[src/rtl/alu_pkg.sv]
// Shared constants and types for the three-bit ALU and its serial subtract engine.
package alu_pkg;

  localparam int ALU_WIDTH = 3;

  typedef enum logic [1:0] {
    ST_IDLE  = 2'b00,
    ST_SHIFT = 2'b01,
    ST_DONE  = 2'b10
  } sub_state_t;

  // Bit-counter width able to hold values 0..w.
  function automatic int cnt_width(input int w);
    return $clog2(w + 1);
  endfunction

  localparam int ALU_CNT_W = cnt_width(ALU_WIDTH);

endpackage

[src/rtl/serial_subtractor_core_if.sv]
// Start/busy/done handshake and operand/result bus of the serial subtractor.
// Optional ovf_out signal appears only when SERIAL_SUB_OVF_EN is defined.
interface serial_subtractor_core_if #(
  parameter int WIDTH = alu_pkg::ALU_WIDTH
);
  logic             start;
  logic [WIDTH-1:0] in_a;
  logic [WIDTH-1:0] in_b;
  logic             busy;
  logic             done;
  logic [WIDTH-1:0] diff_out;
  logic             borrow_out;
`ifdef SERIAL_SUB_OVF_EN
  logic             ovf_out;

  modport master (output start, in_a, in_b,
                  input  busy, done, diff_out, borrow_out, ovf_out);
  modport slave  (input  start, in_a, in_b,
                  output busy, done, diff_out, borrow_out, ovf_out);
`else
  modport master (output start, in_a, in_b,
                  input  busy, done, diff_out, borrow_out);
  modport slave  (input  start, in_a, in_b,
                  output busy, done, diff_out, borrow_out);
`endif
endinterface

[src/rtl/full_subtractor_core.sv]
// Combinational one-bit full subtractor: d = a - b - c, with borrow out.
module full_subtractor_core (
  input  logic in_a,
  input  logic in_b,
  input  logic in_c,
  output logic d_out,
  output logic b_out
);

  assign d_out = in_a ^ in_b ^ in_c;
  assign b_out = (~in_a & in_b) | (~(in_a ^ in_b) & in_c);

endmodule

[src/rtl/serial_subtractor_core.sv]
// Bit-serial WIDTH-bit subtractor, LSB first, one bit per clock.
// Optional two's-complement overflow output enabled by SERIAL_SUB_OVF_EN.
//
// state | meaning
// IDLE  | waiting for start; last result held on outputs
// SHIFT | one slice evaluation per edge, WIDTH edges total
// DONE  | done pulse cycle, result valid
module serial_subtractor_core
  import alu_pkg::*;
#(
  parameter int WIDTH = ALU_WIDTH
) (
  input  logic                      clk,
  input  logic                      rst,
  serial_subtractor_core_if.slave   bus
);

  localparam int CW = cnt_width(WIDTH);
  localparam logic [CW-1:0] LAST = CW'(WIDTH - 1);

  sub_state_t       state;
  logic [WIDTH-1:0] a_sr;
  logic [WIDTH-1:0] b_sr;
  logic [WIDTH-1:0] r_sr;
  logic             brw;
  logic [CW-1:0]    cnt;
  logic             busy_q;
  logic             done_q;
  logic [WIDTH-1:0] diff_q;
  logic             bor_q;
  logic             d_slice;
  logic             b_slice;
  logic [WIDTH-1:0] r_next;

  full_subtractor_core u_slice (
    .in_a  (a_sr[0]),
    .in_b  (b_sr[0]),
    .in_c  (brw),
    .d_out (d_slice),
    .b_out (b_slice)
  );

  // Result fills from the top so the LSB lands at bit 0 after WIDTH shifts.
  assign r_next = {d_slice, r_sr[WIDTH-1:1]};

`ifdef SERIAL_SUB_OVF_EN
  logic a_msb;
  logic b_msb;
  logic ovf_q;
  assign bus.ovf_out = ovf_q;
`endif

  always_ff @(posedge clk) begin
    if (rst) begin
      state  <= ST_IDLE;
      a_sr   <= '0;
      b_sr   <= '0;
      r_sr   <= '0;
      brw    <= 1'b0;
      cnt    <= '0;
      busy_q <= 1'b0;
      done_q <= 1'b0;
      diff_q <= '0;
      bor_q  <= 1'b0;
`ifdef SERIAL_SUB_OVF_EN
      a_msb  <= 1'b0;
      b_msb  <= 1'b0;
      ovf_q  <= 1'b0;
`endif
    end else begin
      case (state)
        ST_IDLE: begin
          done_q <= 1'b0;
          if (bus.start) begin
            a_sr   <= bus.in_a;
            b_sr   <= bus.in_b;
            brw    <= 1'b0;
            cnt    <= '0;
            busy_q <= 1'b1;
            state  <= ST_SHIFT;
`ifdef SERIAL_SUB_OVF_EN
            a_msb  <= bus.in_a[WIDTH-1];
            b_msb  <= bus.in_b[WIDTH-1];
`endif
          end
        end
        ST_SHIFT: begin
          a_sr <= a_sr >> 1;
          b_sr <= b_sr >> 1;
          r_sr <= r_next;
          brw  <= b_slice;
          cnt  <= cnt + CW'(1);
          if (cnt == LAST) begin
            state  <= ST_DONE;
            diff_q <= r_next;
            bor_q  <= b_slice;
            done_q <= 1'b1;
`ifdef SERIAL_SUB_OVF_EN
            ovf_q  <= (a_msb != b_msb) && (r_next[WIDTH-1] != a_msb);
`endif
          end
        end
        ST_DONE: begin
          done_q <= 1'b0;
          busy_q <= 1'b0;
          state  <= ST_IDLE;
        end
        default: begin
          done_q <= 1'b0;
          busy_q <= 1'b0;
          state  <= ST_IDLE;
        end
      endcase
    end
  end

  assign bus.busy       = busy_q;
  assign bus.done       = done_q;
  assign bus.diff_out   = diff_q;
  assign bus.borrow_out = bor_q;

endmodule

[src/flat_wrapper.sv]
// flat-port wrapper written by rule: the top's interface ports become plain ports
module serial_subtractor_core_flat import alu_pkg::*;
#(
  parameter int WIDTH = ALU_WIDTH
)
  (clk, rst, bus_start, bus_in_a, bus_in_b, bus_busy, bus_done, bus_diff_out, bus_borrow_out);
  serial_subtractor_core_if #(.WIDTH(WIDTH)) bus_i ();
  input  logic clk;
  input  logic rst;
  input wire logic [$bits(bus_i.start)-1:0] bus_start;
  input wire logic [$bits(bus_i.in_a)-1:0] bus_in_a;
  input wire logic [$bits(bus_i.in_b)-1:0] bus_in_b;
  output wire logic [$bits(bus_i.busy)-1:0] bus_busy;
  output wire logic [$bits(bus_i.done)-1:0] bus_done;
  output wire logic [$bits(bus_i.diff_out)-1:0] bus_diff_out;
  output wire logic [$bits(bus_i.borrow_out)-1:0] bus_borrow_out;
  assign bus_i.start = bus_start;
  assign bus_i.in_a = bus_in_a;
  assign bus_i.in_b = bus_in_b;
  assign bus_busy = bus_i.busy;
  assign bus_done = bus_i.done;
  assign bus_diff_out = bus_i.diff_out;
  assign bus_borrow_out = bus_i.borrow_out;
  serial_subtractor_core #(.WIDTH(WIDTH)) u_core (.clk(clk), .rst(rst), .bus(bus_i));
endmodule
[config.mk]
export PLATFORM = sky130hd
export DESIGN_NAME = serial_subtractor_core_flat
export DESIGN_NICKNAME = d
export VERILOG_FILES = /design/src/rtl/alu_pkg.sv /design/src/rtl/serial_subtractor_core_if.sv /design/src/rtl/full_subtractor_core.sv /design/src/rtl/serial_subtractor_core.sv /design/src/flat_wrapper.sv
export SDC_FILE = /design/constraint.sdc
export NUM_CORES = 1
export LEC_CHECK = 0
export CORE_MARGIN = 4
export CORE_UTILIZATION = 50
export DETAILED_ROUTE_END_ITERATION = 10
export PLACE_DENSITY_LB_ADDON = 0.25
export SLEW_MARGIN = 20
export SYNTH_ARGS = -nofsm -noshare
export SYNTH_HDL_FRONTEND = slang
export SYNTH_SLANG_ARGS = --single-unit
[constraint.sdc]
create_clock -name clk -period 3 [get_ports clk]
set_input_delay 0.3 -clock clk [delete_from_list [all_inputs] [get_ports clk]]
set_output_delay 0.3 -clock clk [all_outputs]
set_load 0.05 [all_outputs]
==> summary.txt <==
status = finished, final reports clean
initial antenna violation count = 0
post-CTS sizing = 0
power density over the cells = 499 mW/mm2
CTS Buf Count = 3
final period utilization = 59.2%
drt first pass iters = 4
Critical-path top delay cell = clkdlybuf4s50_1
max frequency = 563 MHz
final setup violation count = 0
site row count = 14
Seq cells post-synth = 19
Core Box Area = 0.00154 mm2
Final GP Congestion = 0.724
commonest non-fill, non-tap cell in the layout = dfxtp_1
syn avg cell area = 9.89 um2
Skew-Pair Late Insertion Delay = 0.29 ns
path category of the worst min-delay check = reg -> reg
maximum vdd ir drop = 357 uV
leakage dissipation = 0.341 nW
sequential share of the synthesized area = 45.8%
vias in the first global route = 561
post-synth net total = 95
full die area = 0.00238 mm2
ANT nets after route = 0
clock root buffer = clkbuf_4
FF/Latch Area = 380 um2
Final #Nets = 108
FILL cells = 137
kind of critical path = reg -> out
worst reg2reg setup slack = 1.37 ns
CP cell instances = clkdlybuf4s50_1
Top Ports = 15
DR WL/cell = 13.0 um
count of cell types in the netlist = 25
Req. time, crit path = 2.70 ns
reg2reg start = u_core.state[0]$_SDFFE_PP0P_
drt initial violations = 3
min Tclk post-route = 1.77 ns
# DRC = 0
RSZ-0062 raised after global routing = no
Power, Total = 487 uW
multi-input combinational cell area = 394 um2
Tot GR Track Use = 13.9%
CP startpoint = u_core.bus.borrow_out$_SDFFE_PP0P_
worst slew pin tran = 0.756 ns
clock sink total = 19
Placed Instances = 108
Hold-fix buffers, CTS = 0
launch point of the worst hold path = u_core.bus.diff_out[0]$_SDFFE_PP0P_
Overflow after GRT = 0
CTS clk-pin slew, worst paths = 0.10 ns
H-Tree Depth = 1
diodes inserted = 0
Setup crit start kind = register
Worst path max stage delay = 0.81 ns
first-pass GRT wire length = 2500 um
Mapped Cells = 84
Vias = 612
port bufs = 14
CTS Buffer Depth = 2
post-CTS setup buffers = 0
Worst Path Max Fanout = 2
Buf/Inv on CP = 1
Worst Skew = 0.00284 ns
post-route insts no fill = 112
Die H = 48.8 um
max_slew headroom = 49.5%
Via density = 5.46
Die W = 48.8 um
CP Data Arrival Time = 1.47 ns
CP Capture Type = output pin
Post-Syn Area = 831 um2
layout cells sized above 1 = 16.7%
CTS tree = done
WL final = 1460 um
yosys warns = 0
Fin. Hold Viols = 0
final core occ = 63.3%
Initial Utilization = 53.9%
largest net degree at the start of global routing = 20
Post-Route Setup TNS = 0 ns
most frequent cells in the layout = dfxtp_1 (19), clkdlybuf4s50_1 (14), nor2_1 (8)
Max-Cap Viols = 0
Slew Limit Fails = 0
area grow syn2layout = 17.5%
Top delay family on crit path = buffers and inverters
-- cells in the mapped netlist --
cell	count	area [um2]
a211oi_2	5	62.6
a21oi_1	6	30.0
a21oi_2	1	8.76
a22oi_1	2	15.0
a2bb2oi_1	2	17.5
a311oi_2	1	15.0
buf_2	3	15.0
buf_4	2	15.0
buf_6	1	11.3
dfxtp_1	19	380
fa_1	1	20.0
ha_1	1	12.5
inv_1	4	15.0
mux2i_1	4	40.0
nand2_1	7	26.3
nand2b_1	1	6.26
nand3_1	3	15.0
nand3b_1	1	7.51
nor2_1	8	30.0
nor2_2	4	25.0
nor2b_1	2	12.5
nor3_1	3	15.0
nor3b_1	1	7.51
o21ba_4	1	16.3
o21bai_2	1	11.3
-- worst paths after layout --
path                                                             to  cells after the start
worst max-delay path                                 bus_borrow_out                      1
worst min-delay path            u_core.bus.diff_out[0]$_SDFFE_PP0P_                      2
worst max register to register   u_core.bus.borrow_out$_SDFFE_PP0P_                      3
worst min register to register  u_core.bus.diff_out[0]$_SDFFE_PP0P_                      2
-- per-layer routing --
layer  up-vias  part of all wire [%]  track usage (%)
li1        316                     -                -
met1       281                    45             15.8
met2        11                    47             20.9
met3         4                   4.9             4.91
met4         0                   3.2             10.8
met5         -                     0                0
-- area by class of cell --
type | instances | share of cell area, %
Clock buffer | 4 | 2.69
Sequential cell | 19 | 39.0
Timing Repair Buffer | 14 | 14.4
Multi-Input combinational cell | 55 | 40.4
Tap cell | 16 | 2.05
Inverter | 4 | 1.54
-- power breakdown --
part / internal (mW) / switching, mW
Sequential: 0.266 / 0.0129
Clock: 0.0518 / 0.0766
Combinational: 0.0383 / 0.0414
Total: 0.356 / 0.131
-- sequential cells by signal, indices dropped and copies added (netlist names) --
register	count
u_core.r_sr	2
u_core.cnt	2
u_core.state	2
u_core.brw	1
u_core.bus.borrow_out	1
u_core.bus.busy	1
u_core.b_sr	3
u_core.bus.diff_out	3
u_core.a_sr	3
u_core.bus.done	1
-- metrics by stage --
stage	hold slack, ns	worst slack, ns	area (um2)
finish	0.462	1.23	976
global route	0.481	1.17	976
CTS	0.465	1.22	976
detailed placement	0.450	1.40	950
global placement	0.445	1.42	950
floorplan	0.437	1.86	831
-- cell families (layout without fill, tap and decap cells) --
logic type,after synthesis,count (layout),share of synthesized area [%]
AND/OR/NAND/NOR,30,30,17.5
adder cells (fa/ha/maj),2,2,3.92
AO/OA/AOI/OAI,19,19,21.2
multiplexers,4,4,4.82
buffers and inverters,10,22,6.78
flip-flops,19,19,45.8
(Power assumes the default switching activity.)
